===== config.mk =====
export PLATFORM = sky130hd
export DESIGN_NAME = mio_bus_ctrl
export DESIGN_NICKNAME = d
export VERILOG_FILES = /design/src/rtl/mio_bus_ctrl.sv
export SDC_FILE = /design/constraint.sdc
export NUM_CORES = 1
export LEC_CHECK = 0
export CORE_UTILIZATION = 40
export CTS_CLUSTER_SIZE = 10
export DETAILED_ROUTE_END_ITERATION = 10
export HOLD_SLACK_MARGIN = 0.08
export PLACE_DENSITY = 0.95
export SLEW_MARGIN = 20
export SYNTH_ARGS = -nofsm -noshare
export SYNTH_HDL_FRONTEND = slang
export SYNTH_SLANG_ARGS = --single-unit
export TNS_END_PERCENT = 50

===== constraint.sdc =====
create_clock -name clk -period 8.9 [get_ports clk]
set_input_delay 2.225 -clock clk [delete_from_list [all_inputs] [get_ports clk]]
set_output_delay 2.225 -clock clk [all_outputs]
set_load 0.05 [all_outputs]

===== src/rtl/mio_bus_ctrl.sv =====
// mio_bus_ctrl: memory/IO bus controller.
//
// Accepts a single read or write request from the CPU controller, latches
// the address, write data and operation, then steers the access either to
// the on-chip RAM (fixed RAM_WAIT wait cycles) or to the IO region (waits
// for io_ack). A one-cycle mio_ready strobe marks completion.
//
// Parameters:
//   RAM_WAIT  RAM wait cycles per access (1..15)
//   IO_BASE   addr[31:28] value selecting the IO region (data accesses only)
//
// Ports:
//   clk, reset              clock, asynchronous active-high reset
//   mem_r, mem_w            read / write request (write wins if both high)
//   cpu_mio                 1 = data access, 0 = instruction fetch
//   addr, cpu_wdata         request address and write data
//   cpu_rdata, mio_ready    read data and completion strobe to the CPU
//   bus_err                 IO timeout flag
//   ram_addr/we/wdata/rdata RAM port (word address = addr[11:2])
//   io_sel/we/wdata/rdata   IO port, io_ack completes the IO access
//
// Optional feature: define MIO_TIMEOUT_EN to abort an IO access after 16
// cycles without io_ack, returning 32'hDEADBEEF with bus_err set.
module mio_bus_ctrl #(
    parameter int unsigned RAM_WAIT = 1,
    parameter logic [3:0]  IO_BASE  = 4'hE
) (
    input  logic        clk,
    input  logic        reset,
    input  logic        mem_r,
    input  logic        mem_w,
    input  logic        cpu_mio,
    input  logic [31:0] addr,
    input  logic [31:0] cpu_wdata,
    output logic [31:0] cpu_rdata,
    output logic        mio_ready,
    output logic        bus_err,
    output logic [9:0]  ram_addr,
    output logic        ram_we,
    output logic [31:0] ram_wdata,
    input  logic [31:0] ram_rdata,
    output logic        io_sel,
    output logic        io_we,
    output logic [31:0] io_wdata,
    input  logic [31:0] io_rdata,
    input  logic        io_ack
);

    typedef enum logic [1:0] {
        IDLE    = 2'd0,
        RAM_ACC = 2'd1,
        IO_ACC  = 2'd2,
        DONE    = 2'd3
    } state_t;

    localparam logic [3:0] WAIT_INIT = 4'(RAM_WAIT - 1);

    state_t      state_q;
    logic [3:0]  wait_q;
    logic        op_we_q;
    logic [9:0]  ram_addr_q;
    logic [31:0] wdata_q;
    logic [31:0] rdata_q;
    logic        ready_q;
    logic        ram_we_q;
    logic        io_sel_q;
    logic        io_we_q;

    logic        req_d;
    logic        io_region_d;

    // Only addr[31:28] (region) and addr[11:2] (word address) matter.
    logic        addr_unused;
    assign addr_unused = ^{addr[27:12], addr[1:0]};

    always_comb begin
        req_d       = mem_r | mem_w;
        // Instruction fetches always go to RAM regardless of address.
        io_region_d = cpu_mio && (addr[31:28] == IO_BASE);
    end

`ifdef MIO_TIMEOUT_EN
    logic [3:0] tmo_q;
    logic       bus_err_q;
`endif

    always_ff @(posedge clk or posedge reset) begin
        if (reset) begin
            state_q    <= IDLE;
            wait_q     <= '0;
            op_we_q    <= 1'b0;
            ram_addr_q <= '0;
            wdata_q    <= '0;
            rdata_q    <= '0;
            ready_q    <= 1'b0;
            ram_we_q   <= 1'b0;
            io_sel_q   <= 1'b0;
            io_we_q    <= 1'b0;
`ifdef MIO_TIMEOUT_EN
            tmo_q      <= '0;
            bus_err_q  <= 1'b0;
`endif
        end else begin
            // Strobes: mio_ready only in DONE, ram_we only in first RAM_ACC cycle.
            ready_q  <= 1'b0;
            ram_we_q <= 1'b0;
            case (state_q)
                IDLE: begin
                    if (req_d) begin
                        ram_addr_q <= addr[11:2];
                        wdata_q    <= cpu_wdata;
                        op_we_q    <= mem_w;
`ifdef MIO_TIMEOUT_EN
                        bus_err_q  <= 1'b0;
                        tmo_q      <= '0;
`endif
                        if (io_region_d) begin
                            state_q  <= IO_ACC;
                            io_sel_q <= 1'b1;
                            io_we_q  <= mem_w;
                        end else begin
                            state_q  <= RAM_ACC;
                            wait_q   <= WAIT_INIT;
                            ram_we_q <= mem_w;
                        end
                    end
                end
                RAM_ACC: begin
                    if (wait_q == '0) begin
                        state_q <= DONE;
                        ready_q <= 1'b1;
                        if (!op_we_q) begin
                            rdata_q <= ram_rdata;
                        end
                    end else begin
                        wait_q <= wait_q - 4'd1;
                    end
                end
                IO_ACC: begin
                    if (io_ack) begin
                        state_q  <= DONE;
                        ready_q  <= 1'b1;
                        io_sel_q <= 1'b0;
                        io_we_q  <= 1'b0;
                        if (!op_we_q) begin
                            rdata_q <= io_rdata;
                        end
                    end
`ifdef MIO_TIMEOUT_EN
                    // An ack in the 16th cycle still wins over the timeout.
                    else if (tmo_q == 4'hF) begin
                        state_q   <= DONE;
                        ready_q   <= 1'b1;
                        io_sel_q  <= 1'b0;
                        io_we_q   <= 1'b0;
                        rdata_q   <= 32'hDEAD_BEEF;
                        bus_err_q <= 1'b1;
                    end else begin
                        tmo_q <= tmo_q + 4'd1;
                    end
`endif
                end
                DONE: begin
                    state_q <= IDLE;
                end
                default: begin
                    state_q <= IDLE;
                end
            endcase
        end
    end

    assign cpu_rdata = rdata_q;
    assign mio_ready = ready_q;
    assign ram_addr  = ram_addr_q;
    assign ram_we    = ram_we_q;
    assign ram_wdata = wdata_q;
    assign io_sel    = io_sel_q;
    assign io_we     = io_we_q;
    assign io_wdata  = wdata_q;
`ifdef MIO_TIMEOUT_EN
    assign bus_err   = bus_err_q;
`else
    assign bus_err   = 1'b0;
`endif

endmodule

==> key figures, run 1 <==
Clock network
  • Clock-pin slew on the worst setup and hold paths: 0.08 ns
  • H-Tree Depth: 3
  • Clock sinks: 85
  • Cts repair resizes: 0
  • Max Root-Sink Buffers: 2
  • Clk root buf: clkbuf_8
  • Skew-Pair Late Insertion Delay: 0.34 ns
  • CTS tree: yes
  • Post-CTS Setup Inserts: 0
  • Inserted Clock Buffers: 9
  • CTS Hold Bufs: 0

Global route
  • Vias in the first global route: 3238
  • Antenna violations before repair: 0
  • Gr usage total: 0.200
  • Pin count of the biggest net entering global routing: 65
  • First-pass GRT wire length: 15.8 mm
  • Grt total ovfl: 0

Run status
  • Status: complete, no violations

Detailed routing
  • Antenna Nets Post-Route: 0
  • Vias per inst: 4.84
  • Initial DRC count: 74
  • 1st-pass router iterations: 4
  • Met1 Routed Length: 3.85 mm
  • WL final: 10.6 mm
  • DR DRC count: 0
  • Met2 Wirelength: 5.46 mm
  • WL/cell: 16.1 um
  • Top sig layer: met4
  • Met3 WL post-DR: 1.03 mm
  • Vias: 3192

Worst setup path
  • Worst setup path category: reg -> out
  • Reg-to-reg setup timing slack: 6.58 ns
  • Buf+Inv Stages, Crit Path: 1
  • Critical Path, Cell by Cell: clkdlybuf4s50_1
  • Arrival @ worst endpoint: 1.60 ns
  • CP max FO: 3
  • CP max-delay cell: clkdlybuf4s50_1
  • WP depth: 1
  • CP top delay family: buffers and inverters
  • R2R depth: 7
  • CP Launch Type: flip-flop
  • Reg-to-Reg Start: wait_q[0]
  • FF-to-FF End: cpu_rdata[23]
  • CP required: 6.68 ns
  • Worst setup EP type: output port
  • Slowest cell delay on critical path: 0.84 ns

Final layout
  • # diodes: 0
  • Filler Cell Count: 737
  • Commonest non-fill, non-tap cell in the layout: clkdlybuf4s50_1
  • Multi-input gate area: 0.00157 mm^2
  • Post-layout net count: 662
  • Synth-to-Final Area Change: 56.2%
  • Core Util, Final: 0.648
  • Storage cell area: 0.00213 mm^2
  • Design Area, Final: 0.00636 mm^2
  • Commonest cells after routing, fill and taps aside: clkdlybuf4s50_1 (225), dfrtp_1 (85), mux2_2 (43), nor2_1 (36), mux2i_1 (36)
  • Finished Layout Cells: 660
  • Share of cells above drive strength 1: 0.180

Floorplan
  • Die area: 0.0106 mm^2
  • Num rows: 36
  • Die height: 103 um
  • Placeable core area: 0.00982 mm^2
  • Chip width: 103 um
  • Initial Util: 0.415
  • Ports: 245

Min path
  • Hold Startpoint: ram_addr[5]
  • Hold EP: ram_addr[5]
  • Hold-critical path depth: 1
  • Worst min path class: reg -> reg

Logic synthesis
  • Mean post-synth cell area: 12.3 um^2
  • Post-synth EDFFs: 0
  • Yosys top cell area share: 0.522
  • Cell Area, Synth: 0.00407 mm^2
  • Leading post-synthesis cells by cell area: dfrtp_1 (52%), mux2_2 (12%), mux2i_1 (8.9%)
  • Seq/Total Area, Yosys: 0.522
  • Synth warn: 0
  • Post-synth top area cell: dfrtp_1
  • Flops & latches, synth: 85
  • Top_reg_cell synth: dfrtp_1
  • Synth unique cells: 33
  • FFs w/ async S/R, synth: 1.00
  • Net Count, Synth: 471
  • Post-synthesis instance total: 331

STA
  • Slew Viols, Final: 0
  • Period utilisation layout: 0.430
  • Fin crit period: 3.83 ns
  • Highest Clock Rate: 0.261 GHz
  • Total negative slack: 0 ns
  • Worst relative slew slack: 0.495
  • Least-Margin Pin Slew: 0.758 ns
  • Final hold violations: 0
  • RSZ-0062 raised after global routing: false
  • Clk_skew: 0.00662 ns
  • Final number of setup-violating endpoints: 0

Place
  • Area after DPL: 0.00618 mm^2
  • Port Buf Inserts: 225
  • RD Place Congestion: 0.793
  • Dpl cells: 644
  • Detailed Place HPWL: 8.38 mm

Run
  • Max-cap viol count: 0
## worst max path at each step
stage / startpoint / end / slack [ns]
global placement: io_ack / cpu_rdata[11] / 4.88
CTS: io_wdata[5] / io_wdata[5] / 5.04
finish: io_wdata[5] / io_wdata[5] / 5.07
global route: io_wdata[16] / io_wdata[16] / 5.02
detailed placement: io_ack / cpu_rdata[8] / 4.78
floorplan: reset / cpu_rdata[0] / 4.48
## synthesized netlist by cell type (2+ instances only)
cell       number
a21oi_1         6
o21ai_0         5
nand2_1         5
buf_2           2
nand2b_1        2
mux2_2         43
nor2_1         36
clkbuf_1        7
inv_1           8
a21oi_2        28
buf_6           5
mux2i_1        36
o31a_1          2
nor2b_1         3
o2bb2ai_1       2
buf_4          35
ha_1            6
dfrtp_1        85
## registers in the layout, indices dropped and copies added, names as in the netlist
name,flops
wait_q,4
io_we,1
ram_we,1
io_wdata,32
state_q,2
io_sel,1
ram_addr,10
mio_ready,1
cpu_rdata,32
op_we_q,1
## per-layer routing
layer  track usage  up-vias
li1              -     1483
met1         0.215     1509
met2         0.357      175
met3        0.0590       25
met4        0.0975        0
met5             0        -
## cell type report
cell class | count | area share
Multi-Input combinational cell | 189 | 0.247
Tap cell | 133 | 0.0262
Clock buffer | 13 | 0.0250
Inverter | 8 | 0.00492
Timing Repair Buffer | 229 | 0.359
Sequential cell | 85 | 0.335
Clock inverter | 3 | 0.00315
## cells by family after synthesis
family          Yosys count  share of synthesized area
other cells               1                   0.000921
simple gates             53                     0.0587
mux                      79                      0.207
flops                    85                      0.522
fa+ha+maj                 6                     0.0184
compound gates           50                     0.0974
buf+inv                  57                     0.0947
## through the flow
step,setup slack (ns),hold WS (ns)
2_1_floorplan,4.48,0.488
3_3_place_gp,4.88,0.487
3_5_place_dp,4.78,0.494
4_1_cts,5.04,0.513
5_1_grt,5.02,0.537
6_report,5.07,0.511
Power of run 1 is left out: the tool's default activity adds up to more than one toggle a clock period on the data nets, which glitch-free logic cannot reach.
==> run 2: changes to the inputs <==
CORE_UTILIZATION = 38   (was 40)
PLACE_DENSITY = 0.92   (was 0.95)
clock period = 3.75 ns   (was 8.9 ns; I/O delays follow)
==> key figures, run 2 (synthesis results as in run 1) <==
Worst setup path
  • Crit path from: io_wdata[31]
  • Buf+Inv Stages, Crit Path: 1
  • CP max FO: 3
  • Reg-to-reg setup timing slack: 1.64 ns
  • R2R depth: 6
  • Worst setup path category: reg -> out
  • CP required: 2.81 ns
  • CP max-delay cell: clkdlybuf4s50_1
  • FF-to-FF End: state_q[0]
  • Worst setup path end: ram_wdata[31]
  • Worst setup EP type: output port
  • CP top delay family: buffers and inverters
  • Slowest cell delay on critical path: 0.86 ns
  • Critical Path, Cell by Cell: clkdlybuf4s50_1
  • WP depth: 1
  • CP Launch Type: flip-flop
  • Arrival @ worst endpoint: 1.60 ns
  • Reg-to-Reg Start: state_q[1]

Floorplan
  • Chip width: 106 um
  • Die area: 0.0111 mm^2
  • Num rows: 37
  • Ports: 245
  • Initial Util: 0.393
  • Die height: 106 um
  • Placeable core area: 0.0104 mm^2

STA
  • Slew Viols, Final: 0
  • Hold slack: 0.520 ns
  • Period utilisation layout: 0.677
  • RSZ-0062 raised after global routing: false
  • Final hold violations: 0
  • Final number of setup-violating endpoints: 0
  • Fin crit period: 2.54 ns
  • Worst relative slew slack: 0.511
  • Highest Clock Rate: 0.394 GHz
  • Total negative slack: 0 ns
  • Least-Margin Pin Slew: 0.733 ns
  • Clk_skew: 0.00843 ns

Detailed routing
  • WL final: 10.1 mm
  • Vias: 3120
  • DR DRC count: 0
  • WL/cell: 15.3 um
  • 1st-pass router iterations: 4
  • Antenna Nets Post-Route: 0
  • Vias per inst: 4.71
  • Initial DRC count: 102

Clock network
  • Cts repair resizes: 0
  • CTS Hold Bufs: 0
  • Clk root buf: clkbuf_8
  • Max Root-Sink Buffers: 2
  • CTS tree: yes
  • Clock sinks: 85
  • Clock-pin slew on the worst setup and hold paths: 0.09 ns
  • Post-CTS Setup Inserts: 0
  • Skew-Pair Late Insertion Delay: 0.34 ns
  • Inserted Clock Buffers: 9
  • H-Tree Depth: 3

Final layout
  • Filler Cell Count: 811
  • Share of cells above drive strength 1: 0.184
  • Synth-to-Final Area Change: 57.4%
  • Commonest non-fill, non-tap cell in the layout: clkdlybuf4s50_1
  • Commonest cells after routing, fill and taps aside: clkdlybuf4s50_1 (225), dfrtp_1 (85), mux2_2 (43), nor2_1 (36), mux2i_1 (36)
  • Post-layout net count: 662
  • Storage cell area: 0.00213 mm^2
  • Multi-input gate area: 0.00157 mm^2
  • Finished Layout Cells: 663
  • # diodes: 0

Run status
  • Status: complete, no violations

Global route
  • Gr usage total: 0.186
  • First-pass GRT wire length: 16.2 mm
  • Antenna violations before repair: 0
  • Grt total ovfl: 0
  • Vias in the first global route: 3240
  • Pin count of the biggest net entering global routing: 65

Min path
  • Worst min path class: reg -> reg

Place
  • Dpl cells: 647
  • RD Place Congestion: 0.778
  • Detailed Place HPWL: 7.73 mm
  • Port Buf Inserts: 225

Run
  • Max-cap viol count: 0
[run 2: cell types whose count changed in the layout (fill, tap and decap cells not counted)]
| cell | change |
|---|---|
| buf_12 | +2 |
| buf_4 | -2 |
| bufinv_16 | +1 |
| clkbuf_1 | -2 |
| clkbuf_8 | -2 |
| clkinv_4 | +1 |
| clkinvlp_4 | +1 |
| inv_6 | +1 |
[run 2: layer usage]
metal  vias up  share of wire  GRT usage
met1      1475           0.40      0.213
met4         0          0.019     0.0754
met3        17          0.075     0.0482
met2       153           0.51      0.330
met5         -              0          0
li1       1475              -          -
[run 2: cell type report]
| type | count | share of cell area |
|---|---|---|
| inverters | 8 | 0.00488 |
| well taps | 136 | 0.0266 |
| flip-flops and latches | 85 | 0.332 |
| repair buffers | 229 | 0.360 |
| multi-input cells | 189 | 0.245 |
| clock buffers | 9 | 0.0193 |
| clock inverters | 7 | 0.0117 |
[run 2: metrics by stage]
stage | area (um^2) | utilization | setup WS [ns]
6_report | 6410 | 0.618 | 1.21
5_1_grt | 6410 | 0.618 | 1.15
4_1_cts | 6410 | 0.618 | 1.17
3_5_place_dp | 6210 | 0.599 | 1.07
3_3_place_gp | 6210 | 0.599 | 1.11
2_1_floorplan | 4070 | - | 0.619
[run 2: how the worst min path moves through the flow]
stage                       end  slack (ns)         from  cells past startpoint
CTS                 ram_addr[6]        0.52  ram_addr[6]                      1
global placement    ram_addr[0]        0.49  ram_addr[0]                      1
finish              ram_addr[6]        0.52  ram_addr[6]                      1
detailed placement  ram_addr[2]        0.50  ram_addr[2]                      1
global route        ram_addr[8]        0.54  ram_addr[8]                      1
floorplan             wait_q[0]        0.49    wait_q[0]                      1
Power of run 2 is left out for the same reason.
